<file path="config.mk">
export PLATFORM = sky130hd
export DESIGN_NAME = icache_2way
export DESIGN_NICKNAME = d
export VERILOG_FILES = /design/src/rtl/icache_2way.sv
export SDC_FILE = /design/constraint.sdc
export NUM_CORES = 1
export LEC_CHECK = 0
export BUFFER_PORTS_ARGS = -buffer_cell sky130_fd_sc_hd__buf_2
export CORE_MARGIN = 2
export CORE_UTILIZATION = 30
export DETAILED_ROUTE_END_ITERATION = 6
export PLACE_DENSITY_LB_ADDON = 0.08
export SLEW_MARGIN = 20
export SYNTH_ARGS = -nofsm -noshare
export SYNTH_HDL_FRONTEND = slang
export SYNTH_SLANG_ARGS = --single-unit
export TNS_END_PERCENT = 1
</file>
<file path="constraint.sdc">
create_clock -name clk_i -period 34.1 [get_ports clk_i]
set_clock_uncertainty 0.2 [all_clocks]
set_input_delay 0 -clock clk_i [delete_from_list [all_inputs] [get_ports clk_i]]
set_output_delay 0 -clock clk_i [all_outputs]
set_load 0.02 [all_outputs]
</file>
<file path="src/rtl/icache_2way.sv">
// icache_2way: 2-way set-associative, read-only instruction cache.
//   Hits return the addressed word combinationally with zero wait; misses
//   stall the CPU, refill the whole line from memory into the victim way and
//   retry. A flush clears every valid and LRU bit in a single FLUSH cycle.
//
// Ports:
//   clk_i           clock, all state updates on the rising edge
//   rst_ni          asynchronous active-low reset
//   pc_i            fetch address (bits [1:0] and above ADDR_W-1 ignored)
//   pc_req_i        fetch request valid
//   flush_i         invalidate all lines
//   instruction_o   fetched word (0 when no hit or no request)
//   busywait_o      CPU stall
//   mem_read_o      line refill request
//   mem_address_o   refill line address {tag,index}
//   mem_readdata_i  refill line, word 0 in the LSBs
//   mem_busywait_i  memory not ready
module icache_2way #(
  parameter int unsigned ADDR_W      = 10,
  parameter int unsigned BLOCK_WORDS = 4,
  parameter int unsigned SETS        = 4,
  localparam int unsigned WSEL_W = $clog2(BLOCK_WORDS),
  localparam int unsigned OFF_W  = WSEL_W + 2,
  localparam int unsigned IDX_W  = $clog2(SETS),
  localparam int unsigned TAG_W  = ADDR_W - OFF_W - IDX_W,
  localparam int unsigned BLK_W  = ADDR_W - OFF_W,
  localparam int unsigned LINE_W = 32 * BLOCK_WORDS
) (
  input  logic              clk_i,
  input  logic              rst_ni,
  input  logic [31:0]       pc_i,
  input  logic              pc_req_i,
  input  logic              flush_i,
  output logic [31:0]       instruction_o,
  output logic              busywait_o,
  output logic              mem_read_o,
  output logic [BLK_W-1:0]  mem_address_o,
  input  logic [LINE_W-1:0] mem_readdata_i,
  input  logic              mem_busywait_i
);

  typedef enum logic [1:0] {IDLE, MEM_READ, FLUSH} state_t;

  state_t            state_q, state_d;
  logic [SETS-1:0]   valid0_q, valid0_d;
  logic [SETS-1:0]   valid1_q, valid1_d;
  logic [SETS-1:0]   lru_q, lru_d;
  logic [BLK_W-1:0]  line_addr_q, line_addr_d;
  logic              flush_pend_q, flush_pend_d;

  logic [TAG_W-1:0]  tag0_q  [SETS];
  logic [TAG_W-1:0]  tag1_q  [SETS];
  logic [LINE_W-1:0] data0_q [SETS];
  logic [LINE_W-1:0] data1_q [SETS];

  // Lookup fields of the live PC
  logic [IDX_W-1:0]  idx;
  logic [TAG_W-1:0]  tag;
  logic [WSEL_W-1:0] word;
  logic              hit0, hit1, hit;
  logic [LINE_W-1:0] hit_line;

  assign idx  = pc_i[OFF_W+IDX_W-1:OFF_W];
  assign tag  = pc_i[ADDR_W-1:OFF_W+IDX_W];
  assign word = pc_i[OFF_W-1:2];

  logic unused_pc;
  assign unused_pc = ^{pc_i[31:ADDR_W], pc_i[1:0]};

  assign hit0     = valid0_q[idx] && (tag0_q[idx] == tag);
  assign hit1     = valid1_q[idx] && (tag1_q[idx] == tag);
  assign hit      = hit0 | hit1;
  assign hit_line = hit1 ? data1_q[idx] : data0_q[idx];

  // Refill always targets the latched line address, never the live PC
  logic [IDX_W-1:0] fill_idx;
  logic [TAG_W-1:0] fill_tag;
  logic             victim;
  logic             fill_en;

  assign fill_idx = line_addr_q[IDX_W-1:0];
  assign fill_tag = line_addr_q[BLK_W-1:IDX_W];
  assign fill_en  = (state_q == MEM_READ) && !mem_busywait_i;

  always_comb begin
    if (!valid0_q[fill_idx])      victim = 1'b0;
    else if (!valid1_q[fill_idx]) victim = 1'b1;
    else                          victim = lru_q[fill_idx];
  end

  always_comb begin
    state_d       = state_q;
    valid0_d      = valid0_q;
    valid1_d      = valid1_q;
    lru_d         = lru_q;
    line_addr_d   = line_addr_q;
    flush_pend_d  = flush_pend_q;
    instruction_o = '0;
    busywait_o    = 1'b0;
    mem_read_o    = 1'b0;
    mem_address_o = '0;

    unique case (state_q)
      IDLE: begin
        if (pc_req_i) begin
          if (hit) begin
            instruction_o = hit_line[{word, 5'b0} +: 32];
            // LRU names the way that was not just used
            lru_d[idx]    = hit0;
          end else begin
            busywait_o    = 1'b1;
          end
        end
        if (flush_i) begin
          state_d = FLUSH;
        end else if (pc_req_i && !hit) begin
          state_d     = MEM_READ;
          line_addr_d = {tag, idx};
        end
      end

      MEM_READ: begin
        busywait_o    = 1'b1;
        mem_read_o    = 1'b1;
        mem_address_o = line_addr_q;
        flush_pend_d  = flush_pend_q | flush_i;
        if (!mem_busywait_i) begin
          if (victim) valid1_d[fill_idx] = 1'b1;
          else        valid0_d[fill_idx] = 1'b1;
          lru_d[fill_idx] = ~victim;
          flush_pend_d    = 1'b0;
          // A flush seen at any point during the refill runs right after it
          state_d         = (flush_pend_q | flush_i) ? FLUSH : IDLE;
        end
      end

      FLUSH: begin
        busywait_o = 1'b1;
        valid0_d   = '0;
        valid1_d   = '0;
        lru_d      = '0;
        state_d    = IDLE;
      end

      default: state_d = IDLE;
    endcase
  end

  always_ff @(posedge clk_i or negedge rst_ni) begin
    if (!rst_ni) begin
      state_q      <= IDLE;
      valid0_q     <= '0;
      valid1_q     <= '0;
      lru_q        <= '0;
      line_addr_q  <= '0;
      flush_pend_q <= 1'b0;
    end else begin
      state_q      <= state_d;
      valid0_q     <= valid0_d;
      valid1_q     <= valid1_d;
      lru_q        <= lru_d;
      line_addr_q  <= line_addr_d;
      flush_pend_q <= flush_pend_d;
    end
  end

  // Tag/data storage needs no reset: contents are qualified by the valid bits,
  // and reset forces IDLE so an in-flight refill is never written.
  always_ff @(posedge clk_i) begin
    if (fill_en) begin
      if (victim) begin
        tag1_q[fill_idx]  <= fill_tag;
        data1_q[fill_idx] <= mem_readdata_i;
      end else begin
        tag0_q[fill_idx]  <= fill_tag;
        data0_q[fill_idx] <= mem_readdata_i;
      end
    end
  end

endmodule
</file>
==> results.md <==
GRT:
- Summed over all layers, the global routing overflow is 0.
- Entering global routing, the biggest net connects 103 pins.
- The via count of the first global-routing pass is 21500.
- The initial antenna violation count is 21.
- Global routing consumed, over all layers together, 15.0% of the routing resources.
- The global-route wire length before repair is 152000 µm.

Finish:
- Once layout is done, the placed cells without fillers occupy 50900 µm².
- The number of inserted filler cells in the final layout is 12600.
- The net total in the final layout is 2388.
- In the layout the commonest cells are edfxtp_1, mux4_2, dlygate4sd3_1.
- The fraction of final layout cells with drive strength greater than 1 is 30.8%.
- The area growth from synthesis to layout is 23.1%.
- For this run, the share of the core covered by cells in the final layout is 37.1%.
- Leaving out fill and tap cells, the most frequent cell in the layout is edfxtp_1.

Pwr:
- The worst-case IR drop observed on VDD is 0.0409 mV.
- The power density of the placed cells is 58.5 nW/µm².
- Summed over all cells, the static leakage comes to 0.0164 µW.

Critical path:
- On the worst path, the slowest cell contributes a delay of 0.83 ns.
- The most common cell type on the critical path is buf_4.
- The critical path starts at pc_i[5].
- The count of buffering cells on the critical path with inverters included is 6.
- The critical path class is in2out.
- The endpoint arrival time on the critical path is 5.65 ns.
- The register-to-register setup slack is 29.76 ns.
- The worst register-to-register path has a depth of 6.
- The critical path endpoint category is an output pin.
- The capturing instance or port of the critical path is instruction_o[22].
- Traced cell by cell, the critical path runs through dlygate4sd3_1, buf_8, buf_4, mux2i_1, xnor2_1, o32ai_1, o211ai_1, buf_4, buf_4, mux4_1, a22o_1, buf_2.
- The slowest stage of the critical path is the buf_4 cell.
- The capturing point of the worst reg2reg path is data0_q[0][35]$_DFFE_PP_.
- The worst reg2reg path startpoint is state_q[1]$_DFFE_PN0P_.
- The startpoint kind of the worst setup timing path is a primary input.
- STA puts the critical path data required time at 33.90 ns.
- Along the worst path, the maximum fanout reaches 73.
- The instance count on the critical path is 12.
- On the critical path the largest part of the delay comes from buffers and inverters.

STA:
- The number of failing hold endpoints at the final stage is 0.
- The number of pins with negative max-slew slack in the final report is 0.
- Setup repair after global routing left no endpoint under its margin.
- The maximum clock rate is 0.171 GHz.
- Setup slack closes at 28.25 ns.
- The transition time of the tightest slew-check pin is 1.10 ns.
- In this run the tightest slew margin relative to its limit is 26.7%.
- Summed over all failing endpoints, the final setup total negative slack is 0 ns.
- For the finished layout, the period the worst path requires is 5.85 ns.
- The post-route clock period utilization is 17.1%.
- Setup violations remaining at the end of the flow were counted as 0.

Logic synthesis:
- The share of the synthesized area in the top cell type is 76.6%.
- The sequential area share after synthesis is 77.9%.
- Synthesis instantiated 48 different standard cells from the library.
- The proportion of synthesized flip-flops having asynchronous set or reset is 1.95%.
- A synthesized cell averages 24.4 µm².
- The yosys synthesis warning count is 0.
- The main flop type after synthesis is edfxtp_1.
- The netlist area before placement is 41400 µm².
- The dominant cell type by area after synthesis is edfxtp_1.
- The instance count of the mapped netlist is 1695.
- The number of flops mapped to enable cells by yosys is 1056.
- The number of nets in the synthesized netlist is 1864.
- Yosys attributes the largest share of cell area to edfxtp_1, mux4_2, dfrtp_1.
- Synthesis inferred 1077 register bits.

Placement:
- The post-placement setup slack is 28.69 ns.
- The congestion estimate from routability-driven global placement came to 0.744.
- The post-detailed-placement half-perimeter wirelength is 56100 µm.
- Input and output buffers added on the ports amount to 180.
- The total cell area at the placement stage is 44500 µm².

Floorplan:
- The die is 375 µm wide.
- The initialized floorplan defines 136 standard-cell rows.
- In this run the count of I/O pins placed on the die edge is 205.
- The floorplan step defined a die boundary enclosing 141000 µm².
- The die is 375 µm tall.
- The core region area is 137000 µm².
- The initial cell density of the core is 30.2%.

Clock tree:
- The maximum buffer depth of the clock tree is 3.
- The number of clock buffers inserted by TritonCTS is 117.
- Clock-pin slew was measured on the worst setup and hold paths at 0.06 ns.
- The root buffer selected by CTS is clkbuf_16.
- The later pin in the worst-skew pair is clocked with a latency of 0.70 ns.
- The number of H-tree branching levels is 3.
- The CTS tree is done.
- The clock net sink count is 1077.
- The buffers inserted during post-CTS setup optimization is 0.

Run:
- The tool flagged a number of max-cap violations equal to 0.

Route:
- In the routed design, unresolved DRC markers number 0.
- The overall via count from detail_route is 19700.
- Dividing the detail-routed wire length by the instance count gives 25.5 µm.
- For this block, the initial DRC count from the detailed router was 1373.
- The first-pass iteration count of the detailed router is 5.
- Wires add up to 105000 µm.
- The mean number of vias per cell is 4.78.
- The number of nets with antenna violations after routing is 0.

Hold path:
- The worst hold path belongs to the class in2reg.

Status:
- The run finished with clean final reports.
[report_power, final]
| part | total, µW | switching [µW] | internal (µW) |
|---|---|---|---|
| Clock | 1200 | 509 | 688 |
| Sequential | 1530 | 24.1 | 1500 |
| Combinational | 258 | 146 | 112 |
[how the worst min path moves through the flow]
stage	startpoint	to	depth (start not counted)
final	mem_readdata_i[98]	data1_q[0][98]$_DFFE_PP_	2
after global routing	mem_readdata_i[64]	data1_q[1][64]$_DFFE_PP_	2
after CTS	mem_readdata_i[35]	data1_q[0][35]$_DFFE_PP_	2
after detailed placement	rst_ni	line_addr_q[5]$_DFFE_PN0P_	1
after global placement	rst_ni	line_addr_q[4]$_DFFE_PN0P_	1
after floorplan	rst_ni	asynchronous set/reset pin	0
[Yosys cell counts, drive strengths merged (6+ instances only)]
master / number
edfxtp: 1056
mux4: 322
buf: 47
clkbuf: 43
a22o: 32
dfrtp: 21
a21oi: 20
mux2i: 16
inv: 15
nor2: 15
xnor2: 13
nand2: 10
and2: 7
mux2: 6
nor3: 6
o211ai: 6
o21ai: 6
[area by class of cell]
| type | count | area (µm²) | share of cell area (%) |
|---|---|---|---|
| timing repair buffer | 495 | 4020 | 7.89 |
| multi-input combinational | 512 | 8720 | 17.1 |
| clock buffer | 152 | 3170 | 6.23 |
| inverter | 16 | 65.1 | 0.128 |
| antenna | 8 | 20.0 | 0.0393 |
| sequential | 1077 | 32200 | 63.3 |
| tap | 1794 | 2240 | 4.41 |
| clock inverter | 69 | 454 | 0.892 |
[sequential cells by signal, indices dropped and copies added, names as in the netlist, named ones only]
signal,cells
data0_q,512
data1_q,512
flush_pend_q,1
line_addr_q,6
state_q,2
tag0_q,16
tag1_q,16
valid0_q,4
valid1_q,4
[layer usage]
| metal | up-vias | global-route usage [%] | routed length [µm] |
|---|---|---|---|
| met5 | - | 0 | 103 |
| met4 | 16 | 3.90 | 1760 |
| met3 | 141 | 2.79 | 4760 |
| met2 | 382 | 24.6 | 50900 |
| met1 | 10700 | 20.5 | 47400 |
| li1 | 8457 | - | - |
[kinds of logic (layout without fill, tap and decap cells)]
group | after synthesis | after routing | share of synthesized area [%]
flip-flops | 1077 | 1077 | 77.9
buffers and inverters | 106 | 732 | 1.23
multiplexers | 344 | 344 | 18.1
AND/OR/NAND/NOR | 56 | 56 | 0.683
XOR/XNOR | 14 | 14 | 0.296
adder cells (fa/ha/maj) | 4 | 4 | 0.121
other | 0 | 8 | 0
AO/OA/AOI/OAI | 94 | 94 | 1.69
[what timing repair did]
item                                   4_1_cts  5_1_grt
resized for setup                            0        0
hold buffers                               277        1
endpoints found under the hold margin     1062       21
setup endpoints to repair                    0        0
[per-stage QoR]
step | cells | hold WS [ns] | power (µW)
after floorplan | 1695 | -0.496 | 1700
after global routing | 4118 | 0.0384 | 3100
after global placement | 3616 | -0.203 | 1780
after detailed placement | 3616 | -0.188 | 1780
after CTS | 4114 | 0.00253 | 3030
final | 4123 | 0.0244 | 2980
[worst reg2reg max path: stages (launching register included)]
cell and delay [ns]:
dfrtp_1 0.42, inv_1 0.09, ha_1 0.63, nand2_1 0.52, nor4_2 0.44, buf_4 0.80, buf_4 0.83
No activity file was read; power rests on OpenSTA's default activity.
